File: src/rtl/clock_pkg.sv
// Shared definitions for the hr/min/sec timekeeping path.
//  mode_t    : display/edit field select (RUN, SET_HR, SET_MIN, SET_SEC)
//  HR_W/MS_W : field widths; HR_MAX/MS_MAX : field ranges
//  wrap_step : +/-1 with wrap inside 0..vmax
package clock_pkg;

  typedef enum logic [1:0] {
    RUN     = 2'd0,
    SET_HR  = 2'd1,
    SET_MIN = 2'd2,
    SET_SEC = 2'd3
  } mode_t;

  localparam int HR_W = 5;
  localparam int MS_W = 6;
  localparam logic [HR_W-1:0] HR_MAX = 5'd23;
  localparam logic [MS_W-1:0] MS_MAX = 6'd59;

  // Out-of-range inputs snap back into range, so a stored field never
  // escapes 0..vmax even if the captured live value was bad.
  function automatic logic [MS_W-1:0] wrap_step(input logic [MS_W-1:0] v,
                                                input logic [MS_W-1:0] vmax,
                                                input logic            up);
    if (up) return (v >= vmax) ? '0 : v + 6'd1;
    else    return (v == '0 || v > vmax) ? vmax : v - 6'd1;
  endfunction

endpackage

File: src/rtl/tick_prescaler.sv
// Free-running divider producing a one-cycle tick every TICK_DIV cycles.
//  clk, rst_n : clock, async active-low reset
//  en         : run enable; counter and tick are cleared while low
//  tick       : registered strobe, high the cycle after count hits TICK_DIV-1
module tick_prescaler #(
  parameter int TICK_DIV = 50_000_000
) (
  input  logic clk,
  input  logic rst_n,
  input  logic en,
  output logic tick
);

  localparam int            CW   = $clog2(TICK_DIV);
  localparam logic [CW-1:0] LAST = CW'(TICK_DIV - 1);

  logic [CW-1:0] cnt;

  always_ff @(posedge clk or negedge rst_n) begin
    if (!rst_n) begin
      cnt  <= '0;
      tick <= 1'b0;
    end else if (!en) begin
      cnt  <= '0;
      tick <= 1'b0;
    end else begin
      tick <= (cnt == LAST);
      cnt  <= (cnt == LAST) ? '0 : cnt + 1'b1;
    end
  end

endmodule

File: src/rtl/clock_set_ctrl.sv
// Set-time sequencer for the timekeeper: 1 Hz tick generation plus a
// button-driven FSM that edits a shadow hr/min/sec and commits it with ld.
//  clk, rst_n                 : clock, async active-low reset
//  btn_mode/btn_inc/btn_dec   : debounced 1-cycle button pulses
//  cur_hr/cur_min/cur_sec     : live time, captured on entry to SET_HR
//  tick                       : 1-cycle advance strobe (RUN only)
//  ld, ld_hr/ld_min/ld_sec    : 1-cycle commit strobe and edited time
//  mode                       : current field select (0=RUN .. 3=SET_SEC)
module clock_set_ctrl
  import clock_pkg::*;
#(
  parameter int TICK_DIV = 50_000_000,
  parameter int IDLE_CYC = 500_000_000
) (
  input  logic            clk,
  input  logic            rst_n,
  input  logic            btn_mode,
  input  logic            btn_inc,
  input  logic            btn_dec,
  input  logic [HR_W-1:0] cur_hr,
  input  logic [MS_W-1:0] cur_min,
  input  logic [MS_W-1:0] cur_sec,
  output logic            tick,
  output logic            ld,
  output logic [HR_W-1:0] ld_hr,
  output logic [MS_W-1:0] ld_min,
  output logic [MS_W-1:0] ld_sec,
  output logic [1:0]      mode
);

  localparam int            IW        = $clog2(IDLE_CYC + 1);
  localparam logic [IW-1:0] IDLE_LAST = IW'(IDLE_CYC - 1);

  mode_t           state, state_nxt;
  logic [IW-1:0]   idle, idle_nxt;
  logic            ld_nxt;
  logic [HR_W-1:0] hr_nxt;
  logic [MS_W-1:0] min_nxt, sec_nxt;

  logic any_btn, edit_up, edit_dn, edit, idle_exp, pre_en;

  assign any_btn = btn_mode | btn_inc | btn_dec;
  // mode beats inc/dec, and inc+dec cancel each other
  assign edit_up = btn_inc & ~btn_dec & ~btn_mode;
  assign edit_dn = btn_dec & ~btn_inc & ~btn_mode;
  assign edit    = edit_up | edit_dn;
  // any button on the expiry edge restarts the idle window instead
  assign idle_exp = (idle == IDLE_LAST) && !any_btn;

  // Enable looks at the edge's own decision: leaving RUN clears the
  // prescaler on that same edge so no tick leaks into a SET state, and
  // re-entering RUN starts from 0 on the following edge.
  assign pre_en = (state == RUN) && !btn_mode;

  tick_prescaler #(.TICK_DIV(TICK_DIV)) u_pre (
    .clk  (clk),
    .rst_n(rst_n),
    .en   (pre_en),
    .tick (tick)
  );

  always_comb begin
    state_nxt = state;
    ld_nxt    = 1'b0;
    hr_nxt    = ld_hr;
    min_nxt   = ld_min;
    sec_nxt   = ld_sec;
    case (state)
      RUN: begin
        if (btn_mode) begin
          state_nxt = SET_HR;
          hr_nxt    = cur_hr;
          min_nxt   = cur_min;
          sec_nxt   = cur_sec;
        end
      end
      SET_HR: begin
        if (btn_mode)      state_nxt = SET_MIN;
        else if (idle_exp) state_nxt = RUN;
        else if (edit)     hr_nxt = HR_W'(wrap_step({1'b0, ld_hr}, {1'b0, HR_MAX}, edit_up));
      end
      SET_MIN: begin
        if (btn_mode)      state_nxt = SET_SEC;
        else if (idle_exp) state_nxt = RUN;
        else if (edit)     min_nxt = wrap_step(ld_min, MS_MAX, edit_up);
      end
      SET_SEC: begin
        if (btn_mode) begin
          state_nxt = RUN;
          ld_nxt    = 1'b1;
        end else if (idle_exp) state_nxt = RUN;
        else if (edit)         sec_nxt = wrap_step(ld_sec, MS_MAX, edit_up);
      end
      default: state_nxt = RUN;
    endcase

    if (state == RUN || state_nxt != state || any_btn) idle_nxt = '0;
    else                                               idle_nxt = idle + 1'b1;
  end

  always_ff @(posedge clk or negedge rst_n) begin
    if (!rst_n) begin
      state  <= RUN;
      idle   <= '0;
      ld     <= 1'b0;
      ld_hr  <= '0;
      ld_min <= '0;
      ld_sec <= '0;
    end else begin
      state  <= state_nxt;
      idle   <= idle_nxt;
      ld     <= ld_nxt;
      ld_hr  <= hr_nxt;
      ld_min <= min_nxt;
      ld_sec <= sec_nxt;
    end
  end

  assign mode = state;

endmodule

File: config.mk
export PLATFORM = sky130hd
export DESIGN_NAME = clock_set_ctrl
export DESIGN_NICKNAME = d
export VERILOG_FILES = /design/src/rtl/clock_pkg.sv /design/src/rtl/tick_prescaler.sv /design/src/rtl/clock_set_ctrl.sv
export SDC_FILE = /design/constraint.sdc
export NUM_CORES = 1
export LEC_CHECK = 0
export CAP_MARGIN = 25
export CORE_AREA = 2 2 115 72
export DETAILED_ROUTE_END_ITERATION = 8
export DIE_AREA = 0 0 117 74
export GPL_ROUTABILITY_DRIVEN = 1
export PLACE_DENSITY = 0.91
export SYNTH_ARGS = -nofsm -noshare
export SYNTH_HDL_FRONTEND = slang
export SYNTH_SLANG_ARGS = --single-unit
File: constraint.sdc
create_clock -name clk -period 2.7 [get_ports clk]
set_input_delay 0.405 -clock clk [delete_from_list [all_inputs] [get_ports clk]]
set_output_delay 0.405 -clock clk [all_outputs]
set_load 0.02 [all_outputs]
==> key figures <==
Yosys
  – Synth Area in Compound Gates: 14.5%
  – Asr flop ratio synth: 100%
  – Cells after synthesis: 524
  – Avg Cell Area, Syn: 8.80 µm²
  – Post-synth top area share: 41.2%
  – Multiplexer share of the synthesized area: 0%
  – Number of synthesized flops with an enable pin: 0
  – Simple-Gate Fraction of Synth Area: 27.5%
  – Largest family of logic cells by synthesized area: simple AND/OR/NAND/NOR gates
  – Seq/Total Area, Yosys: 41.2%
  – Yosys top cell by area: dfrtp_1
  – Top-count cell post-synth: nor2_1
  – Post-synthesis xor/xnor area fraction: 10.1%
  – Post-synthesis adder-cell area fraction: 2.71%
  – Top FF cell, synth: dfrtp_1
  – #FFs+latches synth: 76
  – Mapped Area: 4610 µm²
  – Syn Nets: 556
  – Most frequent cells after synthesis: nor2_1, dfrtp_1, nand2_1, xor2_1
  – Number of library cell types mapped by synthesis: 66
  – Top post-synthesis cells by area: dfrtp_1, nor2_1, xor2_1
  – Synth Warn #: 0

Die
  – # IOs: 43
  – Starting Density: 60.2%
  – Die area: 8660 µm²
  – Die Wd: 117 µm
  – Std-Cell Core Area: 7660 µm²
  – Row count: 25
  – Chip height: 74 µm

Worst hold path
  – Hold Path Class: in2async

Global routing
  – Total Routing Usage GR: 27.2%
  – Initial antenna violation count: 0
  – Vias in the first global route: 3,746
  – Largest net degree at the start of global routing: 77
  – Grt ovf: 0
  – First-pass GRT wire length: 18.1 mm

Layout
  – Nets@finish: 591
  – Fillcell total: 559
  – Final std cells w/o fill: 672
  – Layout cells sized above 1: 6.56%
  – P&R area growth vs syn: 18.8%
  – Antenna cell count: 0
  – Design area: 5480 µm²
  – Post-layout util: 71.5%

Placed design
  – Setup WS pre-CTS: 0.175 ns
  – Post-detail-place hpwl: 7.77 mm
  – Area after DPL: 5090 µm²
  – Port bufs: 42
  – GP Congestion: 0.886
  – Placed cells: 654

STA
  – Fmax achieved: 0.451 GHz
  – Slew HR: 48.2%
  – Final setup TNS: 0 ns
  – Setup violations, final: 0
  – Max Slew Vio Count: 0
  – Worst-Margin Slew: 0.778 ns
  – Hold Fails Final Rpt: 0
  – WHS: 0.459 ns
  – Unrepaired setup endpoints after global routing: false
  – Final worst slack: 0.483 ns
  – Final Cycle Share: 82.1%
  – Period minus WS final: 2.22 ns
  – Setup Skew: 0.00907 ns

Worst setup path
  – CP max-delay cell: or3b_1
  – Worst Setup End Kind: register
  – Worst path cell trace: clkdlybuf4s50_1 -> or3b_1 -> or2_2 -> a21oi_1 -> a311oi_1 -> o21ai_0
  – Cell family with most CP delay: simple AND/OR/NAND/NOR gates
  – Critical path class: in2reg
  – WP data required: 2.96 ns
  – Critical path peak fanout: 21
  – CP Launch Type: input port
  – Crit path DAT: 2.47 ns
  – Crit path largest cell delay: 0.69 ns
  – WP buf/inv: 1

CTS
  – CTS H-Tree Depth: 3
  – Clk root buf: clkbuf_16
  – CTS Buffer Depth: 2
  – Clk_lat worst skew: 0.35 ns
  – Hold_buf cts: 0
  – Post_cts resized: 0
  – CTS sink cnt: 76
  – CTS tree: done
  – Post-CTS setup buffer count: 0
  – CTS clk-pin slew, worst paths: 0.06 ns
  – Num CTS Buffers: 9

Drt
  – DRT iter0 DRCs: 403
  – DRT antenna net count: 0
  – Pre-antenna DRT Iters: 6
  – Detailed Route WL: 11.3 mm
  – Via count: 4,180
  – Vias per cell: 6.22
  – Drt wl/cell: 16.8 µm
  – DRC: 0

Pwr
  – Static leakage: 2.22 nW
  – PnR Total Power: 4.65 mW
  – VDD IR-drop max: 0.586 mV
  – Cell area power density: 848 nW/µm²

Run
  – Total of max-cap violations: 0

Status
  – Run status: completed
==> flip-flops by register name (all words and copies together) (netlist names) <==
name / flops
idle: 29
ld: 1
ld_hr: 5
ld_min: 6
ld_sec: 6
mode: 2
u_pre.cnt: 26
u_pre.tick: 1
==> cells by family after synthesis <==
logic type,Yosys count
AOI/OAI and AO/OA,101
xor gates and xnor gates,53
adders and majority gates,10
buffers and inverters,42
DFF,76
and+or+nand+nor,242
==> metal layers <==
metal | wire, µm | GRT usage (%) | vias to the layer above
li1 | - | - | 1940
met1 | 4990 | 37.7 | 2024
met4 | 260 | 11.2 | 0
met2 | 5230 | 40.8 | 183
met5 | 0 | 0 | -
met3 | 821 | 7.66 | 33
==> power breakdown <==
part / switching [mW] / internal (mW) / total [mW]
Combinational: 0.860 / 0.731 / 1.59
Sequential: 0.374 / 1.28 / 1.65
Clock: 0.456 / 0.951 / 1.41
==> final cells by class <==
class / count / area, µm² / area share (%)
Clock inverter: 4 / 95.1 / 1.74
Clock buffer: 12 / 256 / 4.68
Timing Repair Buffer: 51 / 508 / 9.27
Multi-Input combinational cell: 406 / 2520 / 46.1
Tap cell: 108 / 135 / 2.47
Inverter: 15 / 56.3 / 1.03
Sequential cell: 76 / 1900 / 34.7
==> worst paths after layout <==
path | slack (ns) | cells after the start | to | start
setup / recovery | 0.48 | 6 | ld_sec[3] | btn_inc
hold / removal | 0.46 | 2 | ld_hr[0] | rst_n
setup reg to reg | 0.54 | 7 | ld_hr[4] | ld_hr[0]
hold reg to reg | 0.46 | 1 | idle[0] | idle[0]
max in group asynchronous | 1.67 | 3 | idle[24] | rst_n
min in group clk | 0.46 | 1 | idle[0] | idle[0]
==> worst reg2reg max path, cell delays in order (launching register included) <==
cell	delay (ns)
dfrtp_1	0.49
inv_1	0.14
ha_1	0.21
nor3b_1	0.29
a2bb2oi_1	0.36
a21oi_1	0.19
a311oi_1	0.31
a21o_1	0.12
==> placed cells by master, fill, tap and decap left out, types with 3 or more instances in the layout <==
cell type,instances
nand4_1,15
o21ai_0,27
a21o_1,7
ha_1,10
nor2b_1,7
and3_1,11
xnor2_1,23
buf_4,8
and2_1,3
clkbuf_16,9
a31oi_1,4
nand3_1,27
inv_1,15
o22ai_1,3
a311oi_1,5
and4_1,5
clkdlybuf4s50_1,41
xor2_1,30
o31ai_1,5
nor4_1,10
nor3_1,17
nor2_1,84
dfrtp_1,76
bufinv_16,3
a21oi_1,21
nand4b_1,3
a211oi_1,4
nand2b_1,4
nand2_1,35
or3_1,3
Note: power is estimated with default switching activity, not from simulation.
